===== config.mk =====
export PLATFORM = sky130hd
export DESIGN_NAME = tsi_mem_responder
export DESIGN_NICKNAME = d
export VERILOG_FILES = /design/src/rtl/tsi_mem_responder.sv
export SDC_FILE = /design/constraint.sdc
export NUM_CORES = 1
export LEC_CHECK = 0
export CAP_MARGIN = 10
export CELL_PAD_IN_SITES_DETAIL_PLACEMENT = 0
export CELL_PAD_IN_SITES_GLOBAL_PLACEMENT = 2
export CORE_MARGIN = 4
export CORE_UTILIZATION = 29
export DETAILED_ROUTE_END_ITERATION = 8
export GPL_TIMING_DRIVEN = 0
export HOLD_SLACK_MARGIN = 0.08
export PLACE_DENSITY = 0.95
export SYNTH_ARGS = -nofsm -noshare
export SYNTH_HDL_FRONTEND = slang
export SYNTH_SLANG_ARGS = --single-unit

===== constraint.sdc =====
create_clock -name clock -period 3.1 [get_ports clock]
set_clock_uncertainty 0.1 [all_clocks]
set_input_delay 0.62 -clock clock [delete_from_list [all_inputs] [get_ports clock]]
set_output_delay 0.62 -clock clock [all_outputs]
set_load 0.01 [all_outputs]

===== src/rtl/tsi_mem_responder.sv =====
// tsi_mem_responder: chip-side endpoint of the 32-bit TSI word stream.
// Parses host commands (cmd, addr_lo, addr_hi, len_lo, len_hi), performs
// 32-bit word accesses on a single-outstanding memory port, and returns
// read data on the TSI out channel.
//
// Ports:
//   clock, reset_n                   single clock, synchronous active-low reset
//   tsi_in_valid/ready/bits          host -> responder word stream
//   tsi_out_valid/ready/bits         responder -> host read-data stream
//   mem_req_valid/ready/write/addr/data  memory request (registered, held until accepted)
//   mem_resp_valid/data              memory response pulse (read data or write ack)
//   busy                             high whenever a transaction is in progress
//   err_illegal_cmd                  one-cycle pulse after a command word other than 0/1
//
// Optional build: define TSI_MEM_RESPONDER_STATS_EN to add saturating
// counters stat_rd_words, stat_wr_words and stat_cmds.
module tsi_mem_responder #(
    parameter int unsigned ADDR_BITS = 32,
    parameter int unsigned LEN_BITS  = 16
) (
    input  logic                 clock,
    input  logic                 reset_n,
    input  logic                 tsi_in_valid,
    output logic                 tsi_in_ready,
    input  logic [31:0]          tsi_in_bits,
    output logic                 tsi_out_valid,
    input  logic                 tsi_out_ready,
    output logic [31:0]          tsi_out_bits,
    output logic                 mem_req_valid,
    input  logic                 mem_req_ready,
    output logic                 mem_req_write,
    output logic [ADDR_BITS-1:0] mem_req_addr,
    output logic [31:0]          mem_req_data,
    input  logic                 mem_resp_valid,
    input  logic [31:0]          mem_resp_data,
    output logic                 busy,
`ifdef TSI_MEM_RESPONDER_STATS_EN
    output logic [31:0]          stat_rd_words,
    output logic [31:0]          stat_wr_words,
    output logic [31:0]          stat_cmds,
`endif
    output logic                 err_illegal_cmd
);

    localparam int unsigned WORD_BITS = 32;

    typedef enum logic [3:0] {
        CMD,
        ADDR_LO,
        ADDR_HI,
        LEN_LO,
        LEN_HI,
        WR_DATA,
        WR_REQ,
        WR_WAIT,
        RD_REQ,
        RD_WAIT,
        RD_SEND
    } state_t;

    state_t                 state_q;
    state_t                 state_d;
    logic                   is_wr_q;
    logic                   is_wr_d;
    logic [LEN_BITS-1:0]    count_q;
    logic [LEN_BITS-1:0]    count_d;
    logic [ADDR_BITS-1:0]   addr_d;
    logic [WORD_BITS-1:0]   wdata_d;
    logic [WORD_BITS-1:0]   out_bits_d;
    logic                   out_valid_d;
    logic                   err_d;
    logic                   in_ready_d;
    logic                   req_valid_d;
    logic                   req_write_d;
    logic                   busy_d;

    logic in_fire;
    logic req_fire;
    logic out_fire;
    logic legal_cmd;

    assign in_fire   = tsi_in_valid && tsi_in_ready;
    assign req_fire  = mem_req_valid && mem_req_ready;
    assign out_fire  = tsi_out_valid && tsi_out_ready;
    assign legal_cmd = (tsi_in_bits == 32'd0) || (tsi_in_bits == 32'd1);

    // State register
    always_ff @(posedge clock) begin
        if (!reset_n) begin
            state_q <= CMD;
        end else begin
            state_q <= state_d;
        end
    end

    // Next-state and next-output logic
    always_comb begin
        state_d     = state_q;
        is_wr_d     = is_wr_q;
        count_d     = count_q;
        addr_d      = mem_req_addr;
        wdata_d     = mem_req_data;
        out_bits_d  = tsi_out_bits;
        out_valid_d = tsi_out_valid;
        err_d       = 1'b0;

        unique case (state_q)
            CMD: begin
                if (in_fire) begin
                    if (legal_cmd) begin
                        is_wr_d = tsi_in_bits[0];
                        state_d = ADDR_LO;
                    end else begin
                        err_d = 1'b1;
                    end
                end
            end
            ADDR_LO: begin
                if (in_fire) begin
                    addr_d  = ADDR_BITS'({tsi_in_bits[31:2], 2'b00});
                    state_d = ADDR_HI;
                end
            end
            ADDR_HI: begin
                // Rebuild the full 64-bit address and keep only ADDR_BITS of it
                if (in_fire) begin
                    addr_d  = ADDR_BITS'({tsi_in_bits, 32'(mem_req_addr)});
                    state_d = LEN_LO;
                end
            end
            LEN_LO: begin
                if (in_fire) begin
                    count_d = LEN_BITS'(tsi_in_bits);
                    state_d = LEN_HI;
                end
            end
            LEN_HI: begin
                // Length high word carries nothing the word counter can hold
                if (in_fire) begin
                    state_d = is_wr_q ? WR_DATA : RD_REQ;
                end
            end
            WR_DATA: begin
                if (in_fire) begin
                    wdata_d = tsi_in_bits;
                    state_d = WR_REQ;
                end
            end
            WR_REQ: begin
                if (req_fire) begin
                    state_d = WR_WAIT;
                end
            end
            WR_WAIT: begin
                if (mem_resp_valid) begin
                    if (count_q == '0) begin
                        state_d = CMD;
                    end else begin
                        addr_d  = mem_req_addr + ADDR_BITS'(4);
                        count_d = count_q - LEN_BITS'(1);
                        state_d = WR_DATA;
                    end
                end
            end
            RD_REQ: begin
                if (req_fire) begin
                    state_d = RD_WAIT;
                end
            end
            RD_WAIT: begin
                if (mem_resp_valid) begin
                    out_bits_d  = mem_resp_data;
                    out_valid_d = 1'b1;
                    state_d     = RD_SEND;
                end
            end
            RD_SEND: begin
                if (out_fire) begin
                    out_valid_d = 1'b0;
                    if (count_q == '0) begin
                        state_d = CMD;
                    end else begin
                        addr_d  = mem_req_addr + ADDR_BITS'(4);
                        count_d = count_q - LEN_BITS'(1);
                        state_d = RD_REQ;
                    end
                end
            end
            default: begin
                state_d = CMD;
            end
        endcase

        // Handshake outputs are registered, so decode them from the next state
        in_ready_d  = (state_d inside {CMD, ADDR_LO, ADDR_HI, LEN_LO, LEN_HI, WR_DATA});
        req_valid_d = (state_d inside {WR_REQ, RD_REQ});
        req_write_d = (state_d == WR_REQ);
        busy_d      = (state_d != CMD);
    end

    // Output and datapath registers
    always_ff @(posedge clock) begin
        if (!reset_n) begin
            is_wr_q         <= 1'b0;
            count_q         <= '0;
            mem_req_addr    <= '0;
            mem_req_data    <= '0;
            mem_req_valid   <= 1'b0;
            mem_req_write   <= 1'b0;
            tsi_in_ready    <= 1'b0;
            tsi_out_valid   <= 1'b0;
            tsi_out_bits    <= '0;
            busy            <= 1'b0;
            err_illegal_cmd <= 1'b0;
        end else begin
            is_wr_q         <= is_wr_d;
            count_q         <= count_d;
            mem_req_addr    <= addr_d;
            mem_req_data    <= wdata_d;
            mem_req_valid   <= req_valid_d;
            mem_req_write   <= req_write_d;
            tsi_in_ready    <= in_ready_d;
            tsi_out_valid   <= out_valid_d;
            tsi_out_bits    <= out_bits_d;
            busy            <= busy_d;
            err_illegal_cmd <= err_d;
        end
    end

`ifdef TSI_MEM_RESPONDER_STATS_EN
    // Saturating traffic counters
    always_ff @(posedge clock) begin
        if (!reset_n) begin
            stat_rd_words <= '0;
            stat_wr_words <= '0;
            stat_cmds     <= '0;
        end else begin
            if (out_fire && (stat_rd_words != '1)) begin
                stat_rd_words <= stat_rd_words + 32'd1;
            end
            if ((state_q == WR_WAIT) && mem_resp_valid && (stat_wr_words != '1)) begin
                stat_wr_words <= stat_wr_words + 32'd1;
            end
            if ((state_q == CMD) && in_fire && legal_cmd && (stat_cmds != '1)) begin
                stat_cmds <= stat_cmds + 32'd1;
            end
        end
    end
`endif

endmodule


==> tab_implementation.tex <==
\begin{tabular}{lr}
\hline
Metric & Value \\
\hline
\multicolumn{2}{l}{\textbf{Status}} \\
\quad Run status & completed \\
\multicolumn{2}{l}{\textbf{Worst hold path}} \\
\quad Worst min-delay path startpoint & tsi\_out\_bits[11] \\
\quad Type of the most critical hold path & reg -> reg \\
\multicolumn{2}{l}{\textbf{Yosys}} \\
\quad Fraction of synthesized cell area in xor and xnor cells & 0\% \\
\quad Asr flop ratio synth & 0\% \\
\quad YS warnings & 0 \\
\quad Average cell area after synthesis & approximately 7.7 um\^{}2 \\
\quad Cell type with the largest total area after synthesis & sky130\_fd\_sc\_hd\_\_dfxtp\_1 \\
\quad Number of synthesized flops with an enable pin & 0 \\
\quad Portion of netlist area occupied by mux cells & less than 1\% \\
\quad Distinct cell type count after synthesis & slightly below 70 \\
\quad Post-synthesis adder-cell area fraction & 0.624\% \\
\quad Share of synthesized cell area in and, or, nand and nor gates & 29.1\% \\
\quad Dominant combinational cell family by area after synthesis & simple AND/OR/NAND/NOR gates \\
\quad Cells after Synth & slightly below 800 \\
\quad Top cells by count, synth & sky130\_fd\_sc\_hd\_\_nand2\_1 (177), sky130\_fd\_sc\_hd\_\_dfxtp\_1 (121), sky130\_fd\_sc\_hd\_\_a21oi\_1 (106) \\
\quad Post-Synthesis Cell Area & roughly 6000 um\^{}2 \\
\quad Top area cells in the synthesized netlist & sky130\_fd\_sc\_hd\_\_dfxtp\_1 (40\%), sky130\_fd\_sc\_hd\_\_nand2\_1 (11\%), sky130\_fd\_sc\_hd\_\_a21oi\_1 (8.8\%), sky130\_fd\_sc\_hd\_\_clkbuf\_1 (2.8\%), sky130\_fd\_sc\_hd\_\_nor2\_1 (2.2\%) \\
\quad Sequential share of the synthesized area & around 40\% \\
\quad Synth Register Bits & 121 \\
\quad Most used standard cell by instance count after synthesis & sky130\_fd\_sc\_hd\_\_nand2\_1 \\
\quad Leading register cell type out of synthesis & sky130\_fd\_sc\_hd\_\_dfxtp\_1 \\
\quad Post-synth top area share & between 40\% and 50\% \\
\quad Area fraction in compound gates after synthesis & between 20\% and 30\% \\
\multicolumn{2}{l}{\textbf{STA}} \\
\quad Relative max-transition margin & roughly 30\% \\
\quad Pins over their slew limit & 0 \\
\quad Final critical-path share of the clock period & between 90\% and 100\% \\
\quad Setup total negative slack & 0 ns \\
\quad Hold violation count in the final report & 0 \\
\quad Pin slew with the least headroom to its limit & around 1.0 ns \\
\quad Final setup violation count & 0 \\
\quad Crit path time final & roughly 2.9 ns \\
\quad Maximum clock rate & 348 MHz \\
\quad RSZ-0062 raised after global routing & no \\
\multicolumn{2}{l}{\textbf{Pwr}} \\
\quad VDD IR-drop max & about 0.35 mV \\
\quad Leakage Power & just under 3 nW \\
\quad Total power per unit cell area & $\sim$470 nW/um\^{}2 \\
\multicolumn{2}{l}{\textbf{Detailed routing}} \\
\quad Average wire length per cell after detail routing & 18.8 um \\
\quad Via density & approximately 5.3 \\
\quad Number of DRC violations after detailed-routing iteration 0 & 491 \\
\quad Residual DRC & 0 \\
\quad Length of the first detailed-routing pass in iterations & 7 \\
\quad Vias after detailed routing & between 6000 and 7000 \\
\quad Remaining number of nets flagged by the antenna check after routing & 0 \\
\quad Final Routed Wirelength & about 24 mm \\
\multicolumn{2}{l}{\textbf{Final layout}} \\
\quad Summed area of non-filler cells in the final layout & 8710 um\^{}2 \\
\quad Layout overhead on the synthesized area & 44.8\% \\
\quad Antenna cell count & 0 \\
\quad Footprint of the flip-flops and latches & approximately 2400 um\^{}2 \\
\quad Net count of the finished layout & 1048 \\
\quad Fill cell total of the finished layout & 2086 \\
\quad Multi-input logic area & about 3300 um\^{}2 \\
\quad Share of layout cells above drive strength 1 & approximately 6.4\% \\
\multicolumn{2}{l}{\textbf{Global route}} \\
\quad Final global-route overflow total & 0 \\
\quad Vias in the first global route & $\sim$6200 \\
\quad Overall track demand over capacity in global routing & roughly a fifth \\
\quad Maximum number of pins on one net before global-route repair & 17 \\
\quad Initial antenna violation count & 0 \\
\quad Global-route wire length before repair & about 36 mm \\
\multicolumn{2}{l}{\textbf{Placement}} \\
\quad Input/output buffers & 169 \\
\quad HPWL Detailed & around 18 mm \\
\quad Cell area after placement & 8050 um\^{}2 \\
\quad Final estimated routing congestion in global placement & $\sim$0.89 \\
\multicolumn{2}{l}{\textbf{Clocking}} \\
\quad Clock edge transition at the registers on the reported setup and hold paths & $\sim$0.060 ns \\
\quad \# hold bufs at CTS & 0 \\
\quad Clk\_lat worst skew & about 0.42 ns \\
\quad Cell at the root of the clock tree & sky130\_fd\_sc\_hd\_\_clkbuf\_16 \\
\quad TritonCTS buffer count & 17 \\
\quad Clock tree from TritonCTS & yes \\
\quad Clock Tree Buf Depth & 2 \\
\quad Sink Count & between 100 and 150 \\
\quad Total number of H-tree levels & 4 \\
\multicolumn{2}{l}{\textbf{Setup path}} \\
\quad WP data arrival & a little over 3 ns \\
\quad Crit-path max FO & 7 \\
\quad Data required time of the worst path & 3.31 ns \\
\quad Setup crit start kind & flop \\
\quad Worst reg2reg startpoint & mem\_req\_addr[2] \\
\quad First element of the critical path & mem\_req\_addr[2] \\
\quad Sort of element at the end of the critical path & flop \\
\quad Critical Setup Path Class & reg -> reg \\
\multicolumn{2}{l}{\textbf{Floorplan}} \\
\quad Site row count & 52 \\
\quad Initial cell density of the core & between 20 and 30\% \\
\quad Y dimension of the die & 152 um \\
\quad Die outline width & about 150 um \\
\quad Floorplan core area & $\sim$20000 um\^{}2 \\
\quad Area enclosed by the die boundary & 23100 um\^{}2 \\
\quad IO Pins & 172 \\
\multicolumn{2}{l}{\textbf{Job}} \\
\quad Number of maximum-capacitance constraint violations & 0 \\
\hline
\end{tabular}
per-stage QoR:
step                total power, mW  hold slack, ns  util [%]  setup WS [ns]  instances
finish                         4.08           0.352      42.9          0.224       1258
global route                   4.19           0.370      42.9          0.101       1258
CTS                            4.11           0.354      42.9          0.222       1258
detailed placement             1.85           0.347      39.7         -0.117       1226
global placement               1.85           0.342      39.7         -0.118       1226
floorplan                      1.69           0.354         -          0.841        787
kinds of logic after synthesis:
logic type | count (synthesis)
other | 1
adder cells (fa/ha/maj) | 3
AND/OR/NAND/NOR | 359
flip-flops | 121
multiplexers | 2
AO/OA/AOI/OAI | 228
buffers and inverters | 72
repair_timing:
action	4_1_cts	5_1_grt
gates resized for setup	0	2
buffers inserted	0	0
setup endpoints to repair	0	1
cell usage in the layout (no fill, tap or decap), types with 4 or more instances in the layout:
cell | netlist | final
sky130_fd_sc_hd__a211o_1 | 9 | 9
sky130_fd_sc_hd__a211oi_1 | 8 | 8
sky130_fd_sc_hd__a21boi_0 | 5 | 5
sky130_fd_sc_hd__a21oi_1 | 106 | 106
sky130_fd_sc_hd__a31oi_1 | 9 | 9
sky130_fd_sc_hd__and2_1 | 11 | 11
sky130_fd_sc_hd__and3_1 | 13 | 13
sky130_fd_sc_hd__buf_2 | 10 | 10
sky130_fd_sc_hd__bufinv_16 | 0 | 5
sky130_fd_sc_hd__clkbuf_1 | 45 | 44
sky130_fd_sc_hd__clkbuf_16 | 0 | 17
sky130_fd_sc_hd__clkdlybuf4s50_1 | 0 | 169
sky130_fd_sc_hd__dfxtp_1 | 121 | 121
sky130_fd_sc_hd__inv_1 | 10 | 10
sky130_fd_sc_hd__inv_6 | 0 | 5
sky130_fd_sc_hd__nand2_1 | 177 | 177
sky130_fd_sc_hd__nand3_1 | 26 | 26
sky130_fd_sc_hd__nand4_1 | 18 | 18
sky130_fd_sc_hd__nand4b_1 | 6 | 6
sky130_fd_sc_hd__nor2_1 | 35 | 35
sky130_fd_sc_hd__nor3_1 | 15 | 15
sky130_fd_sc_hd__nor4_1 | 21 | 21
sky130_fd_sc_hd__o211ai_1 | 8 | 8
sky130_fd_sc_hd__o21a_1 | 5 | 5
sky130_fd_sc_hd__o21ai_0 | 16 | 16
sky130_fd_sc_hd__o221a_2 | 8 | 8
sky130_fd_sc_hd__o22ai_1 | 7 | 7
sky130_fd_sc_hd__o31a_1 | 4 | 4
sky130_fd_sc_hd__o31ai_1 | 12 | 12
sky130_fd_sc_hd__or3_1 | 6 | 6
sky130_fd_sc_hd__or4_1 | 6 | 6
final timing paths:
check | end | slack, ns | cells after the start
max reg2reg | mem_req_addr[26] | 0.22 | 6
min reg2reg | tsi_out_bits[11] | 0.35 | 2
max | mem_req_addr[26] | 0.22 | 6
min | tsi_out_bits[11] | 0.35 | 2
cell type report:
cell class | count | share of cell area, %
Multi-Input combinational cell | 594 | 37.9
Sequential cell | 121 | 27.8
Timing Repair Buffer | 169 | 19.4
Clock buffer | 17 | 4.88
Tap cell | 270 | 3.88
Buffer | 62 | 3.02
Clock inverter | 15 | 2.73
Inverter | 10 | 0.431
power by group:
group	switching, mW	internal [mW]
registers	0.00756	1.56
logic	0.124	0.124
clock network	0.810	1.45
per-layer routing:
| layer | GRT usage [%] | share of wire (%) |
|---|---|---|
| met1 | 26.2 | 43 |
| met2 | 30.5 | 45 |
| met3 | 5.92 | 9.1 |
| met4 | 6.08 | 2.4 |
| met5 | 0 | 0 |
state kept, by name, summed over array words and instances, names as in the netlist:
signal and flops:
state_q 4, mem_req_addr 30, mem_req_valid 1, tsi_out_valid 1, tsi_in_ready 1, err_illegal_cmd 1, is_wr_q 1, mem_req_data 32
mem_req_write 1, count_q 16, tsi_out_bits 32, busy 1
critical path: stages (launching register included):
cell and delay, ns:
sky130_fd_sc_hd__dfxtp_1 0.50, sky130_fd_sc_hd__ha_1 0.26, sky130_fd_sc_hd__nand3_1 0.25, sky130_fd_sc_hd__nor4_1 0.96, sky130_fd_sc_hd__nand4_1 0.24, sky130_fd_sc_hd__o22a_1 0.23, sky130_fd_sc_hd__o221a_2 0.23
Power figures use the tool's default switching activity.
